$ cat config.mk
export PLATFORM = sky130hd
export DESIGN_NAME = fp_addsub_seq
export DESIGN_NICKNAME = d
export VERILOG_FILES = /design/src/rtl/fp_pkg.sv /design/src/rtl/fp_round_rne.sv /design/src/rtl/fp_addsub_seq.sv
export SDC_FILE = /design/constraint.sdc
export NUM_CORES = 1
export LEC_CHECK = 0
export ABC_AREA = 1
export CAP_MARGIN = 15
export CORE_MARGIN = 4
export CORE_UTILIZATION = 45
export DETAILED_ROUTE_END_ITERATION = 7
export SYNTH_ARGS = -nofsm -noshare
export SYNTH_HDL_FRONTEND = slang
export SYNTH_HIERARCHICAL = 1
export SYNTH_SLANG_ARGS = --single-unit
export TNS_END_PERCENT = 100
$ cat constraint.sdc
create_clock -name clk -period 12.5 [get_ports clk]
set_clock_uncertainty 0.2 [all_clocks]
set_input_delay 1.25 -clock clk [delete_from_list [all_inputs] [get_ports clk]]
set_output_delay 1.25 -clock clk [all_outputs]
set_load 0.05 [all_outputs]
$ cat src/rtl/fp_pkg.sv
// Shared types and field helpers for the parametrised floating-point add/sub datapath.
package fp_pkg;

    typedef enum logic [2:0] {
        IDLE,
        ALIGN,
        ADD,
        NORM,
        ROUND,
        DONE
    } state_t;

    function automatic int unsigned exp_bias(input int unsigned exp_w);
        return (32'd1 << (exp_w - 32'd1)) - 32'd1;
    endfunction

    function automatic int unsigned exp_ones(input int unsigned exp_w);
        return (32'd1 << exp_w) - 32'd1;
    endfunction

    // Canonical quiet NaN: positive sign, all-ones exponent, fraction MSB set
    function automatic logic [63:0] qnan_word(input int unsigned exp_w, input int unsigned man_w);
        return (((64'd1 << exp_w) - 64'd1) << man_w) | (64'd1 << (man_w - 32'd1));
    endfunction

    function automatic logic [63:0] fld_frac(input logic [63:0] w, input int unsigned man_w);
        return w & ((64'd1 << man_w) - 64'd1);
    endfunction

    function automatic logic [63:0] fld_exp(input logic [63:0] w, input int unsigned exp_w,
                                            input int unsigned man_w);
        return (w >> man_w) & ((64'd1 << exp_w) - 64'd1);
    endfunction

    function automatic logic fld_sign(input logic [63:0] w, input int unsigned exp_w,
                                      input int unsigned man_w);
        return 1'(w >> (exp_w + man_w));
    endfunction

endpackage

$ cat src/rtl/fp_round_rne.sv
// Round-to-nearest-even on a {hidden, frac, G, R, S} mantissa with exponent adjust and overflow clamp.
module fp_round_rne
    import fp_pkg::*;
#(
    parameter int unsigned EXP_W = 8,
    parameter int unsigned MAN_W = 23
) (
    input  logic [MAN_W+3:0] man,
    input  logic [EXP_W:0]   exp_in,
    output logic [MAN_W-1:0] frac_c,
    output logic [EXP_W-1:0] exp_c,
    output logic             ovf_c
);
    localparam int unsigned EW = EXP_W + 1;
    localparam int unsigned SW = MAN_W + 2;
    localparam logic [EW-1:0] EXP_MAX = EW'(exp_ones(EXP_W));

    logic           inc;
    logic [SW-1:0]  sum;
    logic [EW-1:0]  exp_adj;
    logic [MAN_W-1:0] frac_n;

    always_comb begin
        inc = man[2] && (man[1] || man[0] || man[3]);
        sum = {1'b0, man[MAN_W+3:3]} + SW'(inc);
        // Rounding carried into a new integer bit: renormalise by one
        if (sum[SW-1]) begin
            frac_n  = sum[MAN_W:1];
            exp_adj = exp_in + EW'(1);
        end else begin
            frac_n  = sum[MAN_W-1:0];
            exp_adj = exp_in;
        end
        ovf_c  = (exp_adj >= EXP_MAX);
        exp_c  = ovf_c ? EXP_W'(EXP_MAX) : EXP_W'(exp_adj);
        frac_c = ovf_c ? '0 : frac_n;
    end

endmodule

$ cat src/rtl/fp_addsub_seq.sv
// Sequential IEEE-754-style add/subtract: align, add, one-bit-per-cycle normalise, RNE round.
module fp_addsub_seq
    import fp_pkg::*;
#(
    parameter int unsigned EXP_W = 8,
    parameter int unsigned MAN_W = 23,
    parameter int unsigned N     = EXP_W + MAN_W + 1
) (
    input  logic         clk,
    input  logic         rst,
    input  logic         in_valid,
    output logic         in_ready,
    input  logic [N-1:0] a,
    input  logic [N-1:0] b,
    input  logic         op,
    output logic         out_valid,
    input  logic         out_ready,
    output logic [N-1:0] result,
    output logic         overflow
);
    localparam int unsigned DW = MAN_W + 4;
    localparam int unsigned EW = EXP_W + 1;
    localparam logic [EXP_W-1:0] EXP_ONES = EXP_W'(exp_ones(EXP_W));
    localparam logic [N-1:0]     QNAN     = N'(qnan_word(EXP_W, MAN_W));

    state_t state, next_state;

    logic [N-1:0]  a_q, b_q;
    logic          op_q;
    logic          sign_q, eff_sub_q, zero_q, ovf_q;
    logic [EW-1:0] exp_q;
    logic [DW-1:0] x_man_q, y_man_q, man_q;
    logic [N-1:0]  pack_q;

    logic [EXP_W-1:0] ea, eb, x_e, y_e, d;
    logic [MAN_W-1:0] fa, fb;
    logic             sa, sb, x_s, swap;
    logic             a_zero, b_zero, a_inf, b_inf, any_nan, special;
    logic [N-1:0]     spec_word;
    logic [EXP_W+MAN_W-1:0] mag_a, mag_b;
    logic [DW-1:0]    ma, mb, x_m, y_m, y_al;

    // Operand decode and alignment; b's sign already reflects op
    always_comb begin
        ea = EXP_W'(fld_exp(64'(a_q), EXP_W, MAN_W));
        eb = EXP_W'(fld_exp(64'(b_q), EXP_W, MAN_W));
        fa = MAN_W'(fld_frac(64'(a_q), MAN_W));
        fb = MAN_W'(fld_frac(64'(b_q), MAN_W));
        sa = fld_sign(64'(a_q), EXP_W, MAN_W);
        sb = fld_sign(64'(b_q), EXP_W, MAN_W) ^ op_q;

        a_zero  = (ea == '0);
        b_zero  = (eb == '0);
        a_inf   = (ea == EXP_ONES) && (fa == '0);
        b_inf   = (eb == EXP_ONES) && (fb == '0);
        any_nan = ((ea == EXP_ONES) && (fa != '0)) || ((eb == EXP_ONES) && (fb != '0));
        special = any_nan || a_inf || b_inf || (a_zero && b_zero);

        if (any_nan || (a_inf && b_inf && (sa != sb)))
            spec_word = QNAN;
        else if (a_inf)
            spec_word = {sa, EXP_ONES, {MAN_W{1'b0}}};
        else if (b_inf)
            spec_word = {sb, EXP_ONES, {MAN_W{1'b0}}};
        else
            spec_word = {sa & sb, {(N-1){1'b0}}};

        ma    = a_zero ? '0 : {1'b1, fa, 3'b000};
        mb    = b_zero ? '0 : {1'b1, fb, 3'b000};
        mag_a = a_zero ? '0 : {ea, fa};
        mag_b = b_zero ? '0 : {eb, fb};
        swap  = (mag_b > mag_a);
        x_s   = swap ? sb : sa;
        x_e   = swap ? eb : ea;
        y_e   = swap ? ea : eb;
        x_m   = swap ? mb : ma;
        y_m   = swap ? ma : mb;
        d     = x_e - y_e;

        if (32'(d) >= DW - 1)
            y_al = {{(DW-1){1'b0}}, |y_m};
        else
            y_al = (y_m >> d) | DW'(|(y_m & ~({DW{1'b1}} << d)));
    end

    logic [DW:0]   sum;
    logic          carry, sum_zero, add_to_norm;
    logic [DW-1:0] norm_man;
    logic          norm_done;

    // Magnitude add/subtract and the single-step normaliser
    always_comb begin
        sum         = eff_sub_q ? ({1'b0, x_man_q} - {1'b0, y_man_q})
                                : ({1'b0, x_man_q} + {1'b0, y_man_q});
        carry       = sum[DW];
        sum_zero    = (sum == '0);
        add_to_norm = !carry && !sum_zero && !sum[DW-1] && (exp_q > EW'(1));
        norm_man    = {man_q[DW-2:0], 1'b0};
        norm_done   = norm_man[DW-1] || (exp_q == EW'(2));
    end

    logic [MAN_W-1:0] r_frac;
    logic [EXP_W-1:0] r_exp;
    logic             r_ovf;

    fp_round_rne #(.EXP_W(EXP_W), .MAN_W(MAN_W)) u_round (
        .man    (man_q),
        .exp_in (exp_q),
        .frac_c (r_frac),
        .exp_c  (r_exp),
        .ovf_c  (r_ovf)
    );

    always_ff @(posedge clk) begin
        if (rst) state <= IDLE;
        else     state <= next_state;
    end

    always_comb begin
        next_state = state;
        case (state)
            IDLE:    if (in_valid && in_ready) next_state = ALIGN;
            ALIGN:   next_state = special ? DONE : ADD;
            ADD:     next_state = add_to_norm ? NORM : ROUND;
            NORM:    if (norm_done) next_state = ROUND;
            ROUND:   next_state = DONE;
            DONE:    if (out_valid && out_ready) next_state = IDLE;
            default: next_state = IDLE;
        endcase
    end

    always_ff @(posedge clk) begin
        if (rst) begin
            a_q       <= '0;
            b_q       <= '0;
            op_q      <= 1'b0;
            sign_q    <= 1'b0;
            eff_sub_q <= 1'b0;
            zero_q    <= 1'b0;
            ovf_q     <= 1'b0;
            exp_q     <= '0;
            x_man_q   <= '0;
            y_man_q   <= '0;
            man_q     <= '0;
            pack_q    <= '0;
        end else begin
            case (state)
                IDLE: begin
                    if (in_valid && in_ready) begin
                        a_q  <= a;
                        b_q  <= b;
                        op_q <= op;
                    end
                end
                ALIGN: begin
                    sign_q    <= x_s;
                    exp_q     <= {1'b0, x_e};
                    x_man_q   <= x_m;
                    y_man_q   <= y_al;
                    eff_sub_q <= sa ^ sb;
                    zero_q    <= 1'b0;
                    pack_q    <= spec_word;
                    ovf_q     <= 1'b0;
                end
                ADD: begin
                    if (carry) begin
                        man_q <= {sum[DW:2], sum[1] | sum[0]};
                        exp_q <= exp_q + EW'(1);
                    end else begin
                        man_q <= sum[DW-1:0];
                        // Exact cancellation, or an unnormalised result with no exponent left
                        if (sum_zero || (!sum[DW-1] && (exp_q <= EW'(1))))
                            zero_q <= 1'b1;
                    end
                end
                NORM: begin
                    man_q <= norm_man;
                    exp_q <= exp_q - EW'(1);
                    if (!norm_man[DW-1] && (exp_q == EW'(2)))
                        zero_q <= 1'b1;
                end
                ROUND: begin
                    if (zero_q) begin
                        pack_q <= '0;
                        ovf_q  <= 1'b0;
                    end else begin
                        pack_q <= {sign_q, r_exp, r_frac};
                        ovf_q  <= r_ovf;
                    end
                end
                default: ;
            endcase
        end
    end

    // Handshake outputs; result loads on the first DONE cycle and holds until taken
    always_ff @(posedge clk) begin
        if (rst) begin
            in_ready  <= 1'b1;
            out_valid <= 1'b0;
            result    <= '0;
            overflow  <= 1'b0;
        end else begin
            in_ready <= (next_state == IDLE);
            if ((state == DONE) && !out_valid) begin
                out_valid <= 1'b1;
                result    <= pack_q;
                overflow  <= ovf_q;
            end else if (out_valid && out_ready) begin
                out_valid <= 1'b0;
            end
        end
    end

endmodule
==> metrics, run 1 <==
crit path DAT 6.51 ns; Worst Min Path Start sign_q; initial antenna violation count 0; status finished, final reports clean; #FFs+latches synth approximately 230; Synth Instances 2,530; Max Cap Violations 0; row cnt 69; initial core utilization between 40% and 50%; Slew @ Worst Pin 0.987 ns; initial DRC count between 1,000 and 1,500; Mapped Area 16,200 µm²; crit path kind register to register; clock tree root driver cell clkbuf_16; CP Capture Type register; routed len/inst between 15 and 20 µm; total length of routed wires 54.2 mm; Post-synth EDFFs 0; final global-route overflow total 0; slowest stage delay, CP about 0.63 ns; post-CTS setup buffer count 0; total CTS buffers 26; Area contributors post-synth dfxtp_1 28%, nand2_1 13%, o21ai_0 6.4%; Synth cell types 63; GRT Total Usage 27.0%; post-route ant nets 0; crit start category register; Setup Viol. Count Final 0; Worst slew margin 34.1%; Worst-path clk slew 0.06 ns; Fill cells 3,766; CP required 12.70 ns; vias in the first global route 15,600; cell mode on critical path nand2_1; routed wl met3 2.64 mm; uppermost routed layer met4; drt first pass iters 6; area fraction of the dominant cell type after synthesis 27.9%; post-DP HPWL between 40 and 50 mm; unrepaired setup endpoints after global routing no; largest net degree at the start of global routing 93; IO Count approximately 100; post-route setup TNS 0 ns; multi-input logic area 10,100 µm²; Seq. cell area 4520 µm²; CTS Hold Buffers Added 0; first-pass GRT wire length 85.7 mm; Post-CTS Resized 0; share of layout cells above drive strength 1 6.98%; vias per inst 5.56; Max Clk Rate about 160 MHz; synth warn 6; top cell types by occurrence after synthesis 562 x nand2_1, 266 x nor2_1, 256 x inv_1; die height 198 µm; Slew Limit Fails 0; syn nets 2,663; async set-or-reset flop fraction in the synthesized netlist 0%; slowest CP cell inv_1; ys flop type dfxtp_1; Synth-to-Final Area Change 12.6%; CTS tree built; sequential share of the synthesized area 27.9%; post-layout min period 6.31 ns; die width 198 µm; worst-path fanout max 24; port buffer count 103; Hold Path Class register to register; WL met1 24.2 mm; dominant cell type by area after synthesis dfxtp_1; Placer Congestion roughly 0.98; RR Startpoint b_q[23]; Core ar. 35,600 µm²; clock sinks 226; worst skew pair latency between 0.5 and 0.6 ns; Worst setup startpoint b_q[23]; count leader, synth nand2_1; via count 16,800; syn avg cell area 6.41 µm²; DRC Markers 0; fin crit share between 50% and 60%; Detail Route met2 WL 25.9 mm; Final Hold Fails 0; number of nets in the layout 2,679; H-tree Lvls 1; Max clock buf depth 3; Die ar. 39,200 µm²; ant diodes 0
[final timing paths]
kind | to | slack [ns] | cells after the start
min reg2reg | sign_q | 0.27 | 2
max | y_man_q[0] | 6.19 | 35
max reg2reg | y_man_q[0] | 6.19 | 35
min | sign_q | 0.27 | 2
[registers in the layout (all words and copies together) (netlist names)]
name       flops
exp_q          9
eff_sub_q      1
a_q           32
pack_q        32
out_valid      1
overflow       1
result        32
y_man_q       27
state          3
b_q           32
sign_q         1
man_q         27
zero_q         1
x_man_q       24
ovf_q          1
in_ready       1
op_q           1
[layer usage]
layer | track usage, % | vias up
met5 | 0 | -
met4 | 6.61 | 0
met3 | 2.93 | 83
met2 | 46.8 | 463
met1 | 36.0 | 7812
li1 | - | 8471
[logic make-up (layout without fill, tap and decap cells)]
| logic type | after synthesis | count (layout) | synth area share [%] |
|---|---|---|---|
| flops | 226 | 226 | 27.9 |
| fa+ha+maj | 64 | 64 | 4.93 |
| buf+inv | 407 | 441 | 10.1 |
| simple gates | 1202 | 1202 | 33.1 |
| xor+xnor | 64 | 64 | 3.45 |
| compound gates | 556 | 556 | 19.8 |
| mux | 11 | 11 | 0.679 |
[through the flow]
step	instance area, µm²	setup WS [ns]	util (%)	std cells	hold slack, ns
floorplan	16200	7.99	-	2530	0.237
global placement	17400	6.39	48.9	2979	0.253
detailed placement	17400	6.37	48.9	2979	0.258
CTS	18300	6.33	51.4	3025	0.267
global route	18300	5.71	51.4	3025	0.285
finish	18300	6.19	51.4	3025	0.267
[layout make-up]
cell class	count	share of cell area [%]
clock buffer	35	4.18
timing repair buffer	122	6.39
clock inverter	11	0.719
inverter	273	5.61
multi-input combinational	1897	55.2
sequential	226	24.8
tap	461	3.16
[critical path, delay by kind of cell (launching register included)]
family | cells | cell delay (ns)
flip-flops | 1 | 0.35
AO/OA/AOI/OAI | 1 | 0.08
buffers and inverters | 4 | 1.09
AND/OR/NAND/NOR | 28 | 3.87
adder cells (fa/ha/maj) | 2 | 0.54
[layout by cell type (no fill, tap or decap), drive strengths merged, types with 11 or more instances in the layout]
master | synthesis | final
nor4 | 15 | 15
inv | 270 | 273
clkbuf | 97 | 35
xor2 | 33 | 33
ha | 64 | 64
nor3 | 22 | 22
nand3b | 17 | 17
o211ai | 55 | 55
nand3 | 197 | 197
mux2i | 11 | 11
nor2 | 306 | 306
a21oi | 178 | 178
xnor2 | 31 | 31
or2 | 15 | 15
buf | 37 | 20
a31oi | 39 | 39
o21ai | 220 | 220
o221ai | 23 | 23
nand2 | 585 | 585
clkdlybuf4s50 | 0 | 102
dfxtp | 226 | 226
nand4 | 43 | 43
Power of run 1 is left out: the tool's default activity adds up to more than one toggle a clock period on the data nets, which glitch-free logic cannot reach.
==> run 2, diff against run 1 <==
--- a/config.mk
+++ b/config.mk
@@ -10,6 +10,7 @@
 export CORE_MARGIN = 4
 export CORE_UTILIZATION = 45
 export DETAILED_ROUTE_END_ITERATION = 7
+export PLACE_DENSITY = 0.66
 export SYNTH_ARGS = -nofsm -noshare
 export SYNTH_HDL_FRONTEND = slang
 export SYNTH_HIERARCHICAL = 1
==> constraint.sdc (replaced) <==
create_clock -name clk -period 5.45 [get_ports clk]
set_clock_uncertainty 0.2 [all_clocks]
set_input_delay 0.545 -clock clk [delete_from_list [all_inputs] [get_ports clk]]
set_output_delay 0.545 -clock clk [all_outputs]
set_load 0.05 [all_outputs]
==> metrics, run 2 (same netlist as run 1, synthesis figures left out) <==
status finished, final reports clean; post-layout min period 4.98 ns; worst-path fanout max 5; minimum hold slack between 0.2 and 0.3 ns; worst path bufs/invs 2; Max Cap Violations 0; die width 198 µm; final global-route overflow total 0; Worst-path clk slew 0.06 ns; first-pass GRT wire length 84.4 mm; Hold Path Class register to register; clock tree root driver cell clkbuf_16; Max Clk Rate between 200 and 250 MHz; CP top delay family simple AND/OR/NAND/NOR gates; clock sinks 226; Max clock buf depth 3; Core ar. 35,600 µm²; Setup Viol. Count Final 0; CTS tree built; total length of routed wires 53.2 mm; routing usage on met2 43.9%; ant diodes 0; vias per inst 5.53; Die ar. 39,200 µm²; fin crit share 91.4%; H-tree Lvls 1; CP required 5.67 ns; Final Util 52.4%; via count 16,900; unrepaired setup endpoints after global routing no; share of layout cells above drive strength 1 8.46%; slowest CP cell dfxtp_1; number of nets in the layout 2,717; initial antenna violation count 0; row cnt 69; post-route ant nets 0; crit start category register; Synth-to-Final Area Change 14.8%; CTS Hold Buffers Added 0; Slew @ Worst Pin 0.971 ns; port buffer count 103; cell mode on critical path nand2_1; most common cell after layout, fill and taps aside nand2_1; GR peak layer met2; initial DRC count 1,269; reg-to-reg slack, setup 0.47 ns; post-DP HPWL 41.2 mm; Placer Congestion 0.996; worst skew pair latency 0.57 ns; met1 Resource Use GR about a third; GRT met3 Usage 4.25%; Worst slew margin ~35%; IO Count around 100; initial core utilization 45.6%; largest net degree at the start of global routing 120; GRT Total Usage approximately a quarter; slowest stage delay, CP 0.39 ns; crit path kind register to register; crit path DAT approximately 5.2 ns; total CTS buffers 27; vias in the first global route ~16,000; routed len/inst 17.4 µm; drt first pass iters 8; commonest non-fill, non-tap cells in the layout 561 x nand2_1, 261 x nor2_1, 255 x inv_1; Slew Limit Fails 0; CP Capture Type register; die height 198 µm; Final Hold Fails 0; DRC Markers 0
-- run 2: cell count changes in the layout (fill, tap and decap cells not counted), sizes merged --
cell / previous run / this run
buf: 20 / 57
clkinvlp: 0 / 3
inv: 273 / 271
clkbuf: 35 / 34
clkinv: 9 / 8
-- run 2: area by class of cell --
type,instances,area [µm²]
Sequential cell,226,4520
Fill cell,3605,16900
Timing Repair Buffer,159,1500
Clock inverter,11,131
Multi-Input combinational cell,1897,10100
Clock buffer,34,742
Tap cell,461,577
Inverter,273,1030
-- run 2: metal layers --
layer	part of all wire, %	up-vias	wire length, µm
met5	0	-	0
met4	3.4	0	1820
met3	6.8	113	3630
met2	46	528	24300
met1	44	7742	23400
li1	-	8531	-
-- run 2: repair_timing --
action | in CTS | in global routing
pin swaps | 0 | 1
gates resized for setup | 2 | 7
setup buffers | 0 | 1
endpoints found under the setup margin | 12 | 43
-- run 2: final timing paths --
path / startpoint / to / depth (start not counted)
setup reg to reg: y_man_q[0] / in_ready / 28
hold / removal: pack_q[24] / result[24] / 2
hold reg to reg: pack_q[24] / result[24] / 2
setup / recovery: y_man_q[0] / in_ready / 28
-- run 2: tightest hold or removal path, delay by kind of cell, from the launching register on --
family	cells	cell delay (ns)
AND/OR/NAND/NOR	2	0.13
flip-flops	1	0.32
-- run 2: per-stage QoR --
stage / setup TNS, ns / cells / cell area (µm²) / setup slack (ns)
final: 0 / 3061 / 18600 / 0.469
after floorplan: 0 / 2530 / 16200 / 0.945
after global placement: 0 / 3014 / 17700 / 0.0325
after detailed placement: -0.342 / 3014 / 17700 / -0.0925
after global routing: 0 / 3061 / 18600 / 0.0189
after CTS: 0 / 3059 / 18600 / 0.0685
Power of run 2 is left out for the same reason.
==> run 3, diff against run 2 <==
--- a/config.mk
+++ b/config.mk
@@ -8,9 +8,9 @@
 export ABC_AREA = 1
 export CAP_MARGIN = 15
 export CORE_MARGIN = 4
-export CORE_UTILIZATION = 45
+export CORE_UTILIZATION = 55
 export DETAILED_ROUTE_END_ITERATION = 7
-export PLACE_DENSITY = 0.66
+export PLACE_DENSITY = 0.78
 export SYNTH_ARGS = -nofsm -noshare
 export SYNTH_HDL_FRONTEND = slang
 export SYNTH_HIERARCHICAL = 1
==> metrics, run 3 (same netlist as run 1, synthesis figures left out) <==
status finished, final reports clean; Max Clk Rate 200 MHz; Slew @ Worst Pin 0.986 ns; first-pass GRT wire length 82.9 mm; worst-path fanout max 4; initial DRC count 1,472; vias in the first global route 16,000; die width about 180 µm; vias per inst 5.75; Placer Congestion 1.03; ant diodes 0; Worst slew margin between 30% and 40%; row cnt 62; Fill cells 2,702; final global-route overflow total 0; GRT Total Usage 30.6%; Max Cap Violations 0; total length of routed wires 51.9 mm; Die ar. 32,300 µm²; initial core utilization 56.1%; routed len/inst 17.3 µm; crit path kind register to register; final cell count without fillers 2,994; slowest stage delay, CP 0.37 ns; Slew Limit Fails 0; Final Util 64.2%; Synth-to-Final Area Change 14.4%; H-tree Lvls 1; clock tree root driver cell clkbuf_16; CP Capture Type register; IO Count about 100; drt first pass iters 8; crit start category register; fin crit share 91.8%; total CTS buffers 26; CTS Hold Buffers Added 0; post-layout min period 5.00 ns; post-route cell area approximately 19,000 µm²; Setup Viol. Count Final 0; via count between 15,000 and 20,000; post-DP HPWL roughly 40 mm; CTS tree built; largest net degree at the start of global routing 91; initial antenna violation count 0; share of layout cells above drive strength 1 ~8.8%; CP required 5.64 ns; worst skew pair latency 0.55 ns; Worst-path clk slew 0.06 ns; post-placement cell count 2,943; DRC Markers 0; post-route setup TNS 0 ns; Core ar. 28,900 µm²; port buffer count 103; Hold Path Class register to register; Final Hold Fails 0; most common cell after layout, fill and taps aside nand2_1; number of nets in the layout between 2,000 and 3,000; die height 180 µm; Max clock buf depth 3; clock sinks 226; slowest CP cell dfxtp_1; crit path DAT approximately 5.2 ns; post-route ant nets 0; commonest non-fill, non-tap cells in the layout 561 x nand2_1, 261 x nor2_1, 254 x inv_1; placed cell areas 17,700 µm²; cell mode on critical path nand2_1
-- run 3: metrics by stage --
step	hold WS (ns)	worst slack [ns]
floorplan	0.237	0.945
global placement	0.255	0.354
detailed placement	0.257	0.112
CTS	0.266	0.0450
global route	0.301	-0.0576
finish	0.269	0.449
-- run 3: layer usage --
metal	vias up	global-route usage (%)	wire [µm]
li1	8547	-	-
met1	7860	39.9	22100
met2	673	52.5	24300
met3	128	3.50	3520
met4	0	10.8	1940
met5	-	0	0
-- run 3: final timing paths --
path              start    endpoint  cells past startpoint  slack (ns)
max reg2reg  y_man_q[0]    in_ready                     28        0.45
min reg2reg  y_man_q[1]  y_man_q[1]                      2        0.27
min          y_man_q[1]  y_man_q[1]                      2        0.27
max          y_man_q[0]    in_ready                     28        0.45
-- run 3: layout make-up --
class,instances,area [µm²],share of cell area [%]
Clock buffer,34,731,3.94
Clock inverter,14,129,0.694
Inverter,273,1030,5.53
Multi-Input combinational cell,1897,10100,54.4
Sequential cell,226,4520,24.4
Tap cell,384,480,2.59
Timing Repair Buffer,166,1570,8.45
-- run 3: worst max-delay path, delay by kind of cell (launching register included) --
family,cells,cell delay [ns]
buffers and inverters,2,0.20
and+or+nand+nor,18,2.54
AOI/OAI and AO/OA,5,0.81
DFF,1,0.37
adders and majority gates,2,0.56
xor gates and xnor gates,1,0.16
-- run 3: repair_timing --
action                                  CTS  global route
setup buffers                             0             2
endpoints found under the hold margin     0             0
resized for setup                         0             8
endpoints found under the setup margin    0            43
Power of run 3 is left out for the same reason.
==> RTL edit 1 (config.mk and constraints of run 3) <==
Reset style: asynchronous (`rst`), changed in 3 clocked blocks.
--- a/src/rtl/fp_addsub_seq.sv
+++ b/src/rtl/fp_addsub_seq.sv
@@ -111,7 +111,7 @@
         .ovf_c  (r_ovf)
     );
 
-    always_ff @(posedge clk) begin
+    always_ff @(posedge clk or posedge rst) begin
         if (rst) state <= IDLE;
         else     state <= next_state;
     end
@@ -129,7 +129,7 @@
         endcase
     end
 
-    always_ff @(posedge clk) begin
+    always_ff @(posedge clk or posedge rst) begin
         if (rst) begin
             a_q       <= '0;
             b_q       <= '0;
@@ -194,7 +194,7 @@
     end
 
     // Handshake outputs; result loads on the first DONE cycle and holds until taken
-    always_ff @(posedge clk) begin
+    always_ff @(posedge clk or posedge rst) begin
         if (rst) begin
             in_ready  <= 1'b1;
             out_valid <= 1'b0;
Behaviour: differs if rst is asserted again (counterexample within 4 cycles, from zero or initial values and one cycle with rst high); with rst held inactive, the same outputs for 4 cycles.
==> RTL edit 1 against run 3 <==
- via count shrank 3.0%
- hold slack better by 0.016 ns
- area after synthesis rose by 3.8%
- design area up 4.0%
- synthesized cell count shrank 2.6%
- first-iteration DRC count is 13% lower
- routed wire length is 0.31% lower
- count of clock-buffer cells in the layout fell by 1
- cell count down 1.6%
- sequential cell count unchanged
- worst setup slack improved by 0.018 ns
- critical endpoint is now in_ready
Power is left out: the tool's default activity adds up to more than one toggle a clock period on the data nets, which glitch-free logic cannot reach.
==> RTL edit 1: results (changes against run 3) <==
[run_status]
status = finished, final reports clean  ; unchanged

[yosys]
ys_warn_count = 6  ; unchanged
yosys-top-cells-count = 646 x nand2_1, 279 x inv_1, 227 x o21ai_0  ; was 562 x nand2_1, 266 x nor2_1, 256 x inv_1
synthDistinctLibCells = 61  ; was 63
synth-seq-area-share = 0.336  ; was 0.279
synth_compound_area_frac = 0.167  ; was 0.198
postSynthCellCount = 2464  ; was 2530
synth_xor_area_frac = 0.0327  ; was 0.0345
synth_fp_nets = 2597  ; was 2663
muxShareOfSynthArea = 0.00661  ; was 0.00679
synth-adder-area-share = 0.0476  ; was 0.0493
synth_area_leaders = dfrtp_1 33%, nand2_1 14%, o21ai_0 6.7%  ; was dfxtp_1 28%, nand2_1 13%, o21ai_0 6.4%
synthArstFlopShare = 1.00  ; was 0

[timing]
holdWs_ns = 0.285  ; was 0.269 ns
max_slew_margin = 0.343  ; was 0.342
max_freq_ghz = 0.201  ; was 0.200 GHz

[final_layout]
fillers = 2749  ; was 2702
nNetsFinal = 2668  ; was 2723
num-nonclk-inverters = 296  ; was 273
stdcell_count = 2946  ; was 2994
nMultiInputCombCells = 1833  ; was 1897
clkbuf_count = 33  ; was 34
sh_seq_area = 0.293  ; was 0.244
drive_gt1_frac = 0.0818  ; was 0.0881
multi_input_area_share = 0.497  ; was 0.544
seq_cells = 226  ; unchanged
regArea_um2 = 5660  ; was 4520 um^2
signal_buffers = 151  ; was 166
buffer_area_frac = 0.0756  ; was 0.0845
antenna-diode-count = 0  ; unchanged
clk_share = 0.0500  ; was 0.0463
area_growth_pct = 14.7  ; was 14.4%

[clock_tree]
clock_latency_ns = 0.55  ; about the same
clock_path_buffers = 3  ; unchanged
cts_setup_buffers = 0  ; unchanged
cts_htree_levels = 1  ; unchanged
post_cts_resize_count = 0  ; unchanged
numCtsBuffers = 27  ; was 26
root_buffer = clkbuf_16  ; unchanged

[global_routing]
grt_first_pass_wirelength_mm = 83.0  ; was 82.9 mm
grt_pass1_vias = 16191  ; was 15968
track_usage = 0.304  ; was 0.306
grt_max_degree = 161  ; was 91

[setup_path]
worstPathArrival_ns = 5.27  ; was 5.19 ns
crit_fanout = 7  ; was 4
r2r-end = in_ready  ; unchanged
cpPeakStageDelay_ns = 0.44  ; was 0.37 ns
critical_path_class = register to register  ; unchanged
crit_path_start = y_man_q[0]  ; unchanged
slowest_stage = dfrtp_1  ; was dfxtp_1

[place]
dpl_cell_area_um2 = 18200  ; was 17700 um^2
port_buffers = 103  ; unchanged
gp_congestion = 0.988  ; was 1.03
hpwl_mm = 39.7  ; was 39.9 mm
post-place-ws_ns = 0.316  ; was 0.112 ns

[drt]
num_vias = 16695  ; was 17208
routedWlPerCell_um = 17.5  ; was 17.3 um
first_pass_iters = 5  ; was 8
drtIter0Drc = 1284  ; was 1472

## RTL edit 1: changes by cell type in the layout (fill, tap and decap cells not counted), moves of 26 or more
cell	before	now
nor2_1	261	202
o211ai_1	55	25
nand2_1	561	645
nand3_1	188	151
dfrtp_1	0	225
a31oi_1	39	10
o22ai_1	2	28
nor2_2	38	12
dfxtp_1	226	0
## RTL edit 1: routing by layer
layer / routed length (um) / GRT usage / part of all wire / up-vias
li1: - / - / - / 8250
met1: 20500 / 0.369 / 0.40 / 7687
met2: 25000 / 0.532 / 0.48 / 609
met3: 3220 / 0.0430 / 0.062 / 149
met4: 3000 / 0.147 / 0.058 / 0
met5: 0 / 0 / 0 / -
## RTL edit 1: how the worst min path moves through the flow
stage / depth (start not counted) / startpoint / end
2_1_floorplan: 2 / sign_q / sign_q
3_3_place_gp: 2 / result[8] / result[8]
3_5_place_dp: 2 / result[20] / result[20]
4_1_cts: 2 / result[20] / result[20]
5_1_grt: 2 / x_man_q[10] / x_man_q[10]
6_report: 2 / result[20] / result[20]
==> RTL edit 2 (flow settings as in run 3) <==
Made on the original files. `EXP_W` is set to 8 in 2 places; all go to 9.
--- a/src/rtl/fp_round_rne.sv
+++ b/src/rtl/fp_round_rne.sv
@@ -2,7 +2,7 @@
 module fp_round_rne
     import fp_pkg::*;
 #(
-    parameter int unsigned EXP_W = 8,
+    parameter int unsigned EXP_W = 9,
     parameter int unsigned MAN_W = 23
 ) (
     input  logic [MAN_W+3:0] man,
--- a/src/rtl/fp_addsub_seq.sv
+++ b/src/rtl/fp_addsub_seq.sv
@@ -2,7 +2,7 @@
 module fp_addsub_seq
     import fp_pkg::*;
 #(
-    parameter int unsigned EXP_W = 8,
+    parameter int unsigned EXP_W = 9,
     parameter int unsigned MAN_W = 23,
     parameter int unsigned N     = EXP_W + MAN_W + 1
 ) (
Interface: changed (resized a, b and result); port bits go from 104 to 107. No check against the original RTL was run, so the function may have changed too.
==> RTL edit 2 against run 3 <==
- hold slack is essentially flat
- worst setup slack worse by 0.18 ns
- count of clock-buffer cells in the layout is 2 higher
- global-route usage increased by 1.1 points
- first-iteration DRC count up 2.6%
- sequential cell count increased by 5
- area after synthesis increased by 2.5%
- critical path type unchanged
- routed wire length up 6.1%
- design area up 3.4%
- utilization rose by 0.43 points
- highest routed layer unchanged
- critical endpoint is now y_man_q[0]
- non-clock buffer count is 4 lower
Power is left out: the tool's default activity adds up to more than one toggle a clock period on the data nets, which glitch-free logic cannot reach.
==> RTL edit 2: results (changes against run 3) <==
[global_routing]
grt_pass1_vias = 16721  ; was 15968
grt_max_degree = 124  ; was 91
grt_first_pass_wirelength_mm = 87.0  ; was 82.9 mm
track_usage = 0.316  ; was 0.306
grt.met1_usage = 0.404  ; was 0.399
groute.layer.met3.usage = 0.0290  ; was 0.0350
grt_use_met2 = 0.546  ; was 0.525

[drt]
first_pass_iters = 6  ; was 8
routed_via_density = 5.78  ; was 5.75
routedWlPerCell_um = 17.7  ; was 17.3 um
route.met3.wl_mm = 3.34  ; was 3.52 mm
drtIter0Drc = 1511  ; was 1472
met1Wirelength_mm = 23.3  ; was 22.1 mm
wl_met2_mm = 25.6  ; was 24.3 mm

[setup_path]
worstPathArrival_ns = 5.43  ; was 5.19 ns
crit_fanout = 13  ; was 4
endpoint = y_man_q[0]  ; was in_ready
ff2ff_setup_slack_ns = 0.27  ; was 0.45 ns
crit_path_start = a_q[28]  ; was y_man_q[0]
cpPeakStageDelay_ns = 0.35  ; was 0.37 ns
ff2ff_path_depth = 35  ; was 28

[yosys]
synth-seq-area-share = 0.278  ; was 0.279
synth_xor_area_frac = 0.0326  ; was 0.0345
muxShareOfSynthArea = 0.00481  ; was 0.00679
ys_warn_count = 6  ; unchanged
synth-adder-area-share = 0.0489  ; was 0.0493
synth_fp_nets = 2790  ; was 2663
synth_area_leaders = dfxtp_1 28%, nand2_1 13%, nor2_1 6.9%  ; was dfxtp_1 28%, nand2_1 13%, o21ai_0 6.4%
synth_edf_count = 0  ; unchanged
yosys-top-cells-count = 592 x nand2_1, 306 x nor2_1, 294 x inv_1  ; was 562 x nand2_1, 266 x nor2_1, 256 x inv_1
synthDistinctLibCells = 59  ; was 63
synth_compound_area_frac = 0.205  ; was 0.198

[run_status]
status = finished, final reports clean  ; unchanged

[timing]
max_slew_margin = 0.343  ; was 0.342
period_share = 0.950  ; was 0.918

[clock_tree]
cts_htree_levels = 1  ; unchanged

[place]
post-place-ws_ns = 0.111  ; was 0.112 ns
port_buffers = 106  ; was 103
hpwl_mm = 41.4  ; was 39.9 mm
gp_congestion = 0.962  ; was 1.03

[final_layout]
fillers = 2838  ; was 2702
drive_gt1_frac = 0.0799  ; was 0.0881

-- RTL edit 2: cell count changes in the layout (fill, tap and decap cells not counted), moves of 6 or more --
cell	delta
nand2_2	+7
nand2_1	+21
xor2_1	+14
o21ai_0	+8
nand3b_1	-10
inv_1	+38
nor3_1	+11
a41oi_1	-6
buf_4	-6
xnor2_1	-16
nor2_1	+37
a21oi_1	+11
nand3_1	-8
nor2_2	-16
-- RTL edit 2: area by class of cell --
class                      count  area, um^2  share of cell area
clock buffer                  36         738              0.0385
clock inverter                10         195              0.0102
inverter                     313        1180              0.0617
multi-input combinational   1974       10400               0.543
sequential                   231        4620               0.241
tap                          390         488              0.0254
timing repair buffer         162        1530              0.0796
timing repair inverter         1        7.51            0.000391
-- RTL edit 2: worst min-delay path by stage --
stage / from / to / slack [ns] / depth (start not counted)
final: sign_q / sign_q / 0.27 / 2
after global routing: y_man_q[1] / y_man_q[1] / 0.29 / 2
after CTS: sign_q / sign_q / 0.27 / 2
after detailed placement: sign_q / sign_q / 0.26 / 2
after global placement: sign_q / sign_q / 0.26 / 2
after floorplan: zero_q / zero_q / 0.24 / 2
-- RTL edit 2: cells by family after synthesis --
logic type	Yosys count
AOI/OAI and AO/OA	594
xor gates and xnor gates	62
adders and majority gates	65
buffers and inverters	450
DFF	231
muxes	8
and+or+nand+nor	1244
-- RTL edit 2: stage by stage --
step / TNS, ns / hold slack (ns) / instances / util / area (um^2)
2_1_floorplan: 0 / 0.237 / 2654 / - / 16600
3_3_place_gp: 0 / 0.255 / 3057 / 0.605 / 18000
3_5_place_dp: 0 / 0.259 / 3057 / 0.605 / 18000
4_1_cts: 0 / 0.269 / 3103 / 0.637 / 18900
5_1_grt: -1.51 / 0.287 / 3117 / 0.646 / 19200
6_report: 0 / 0.268 / 3117 / 0.646 / 19200
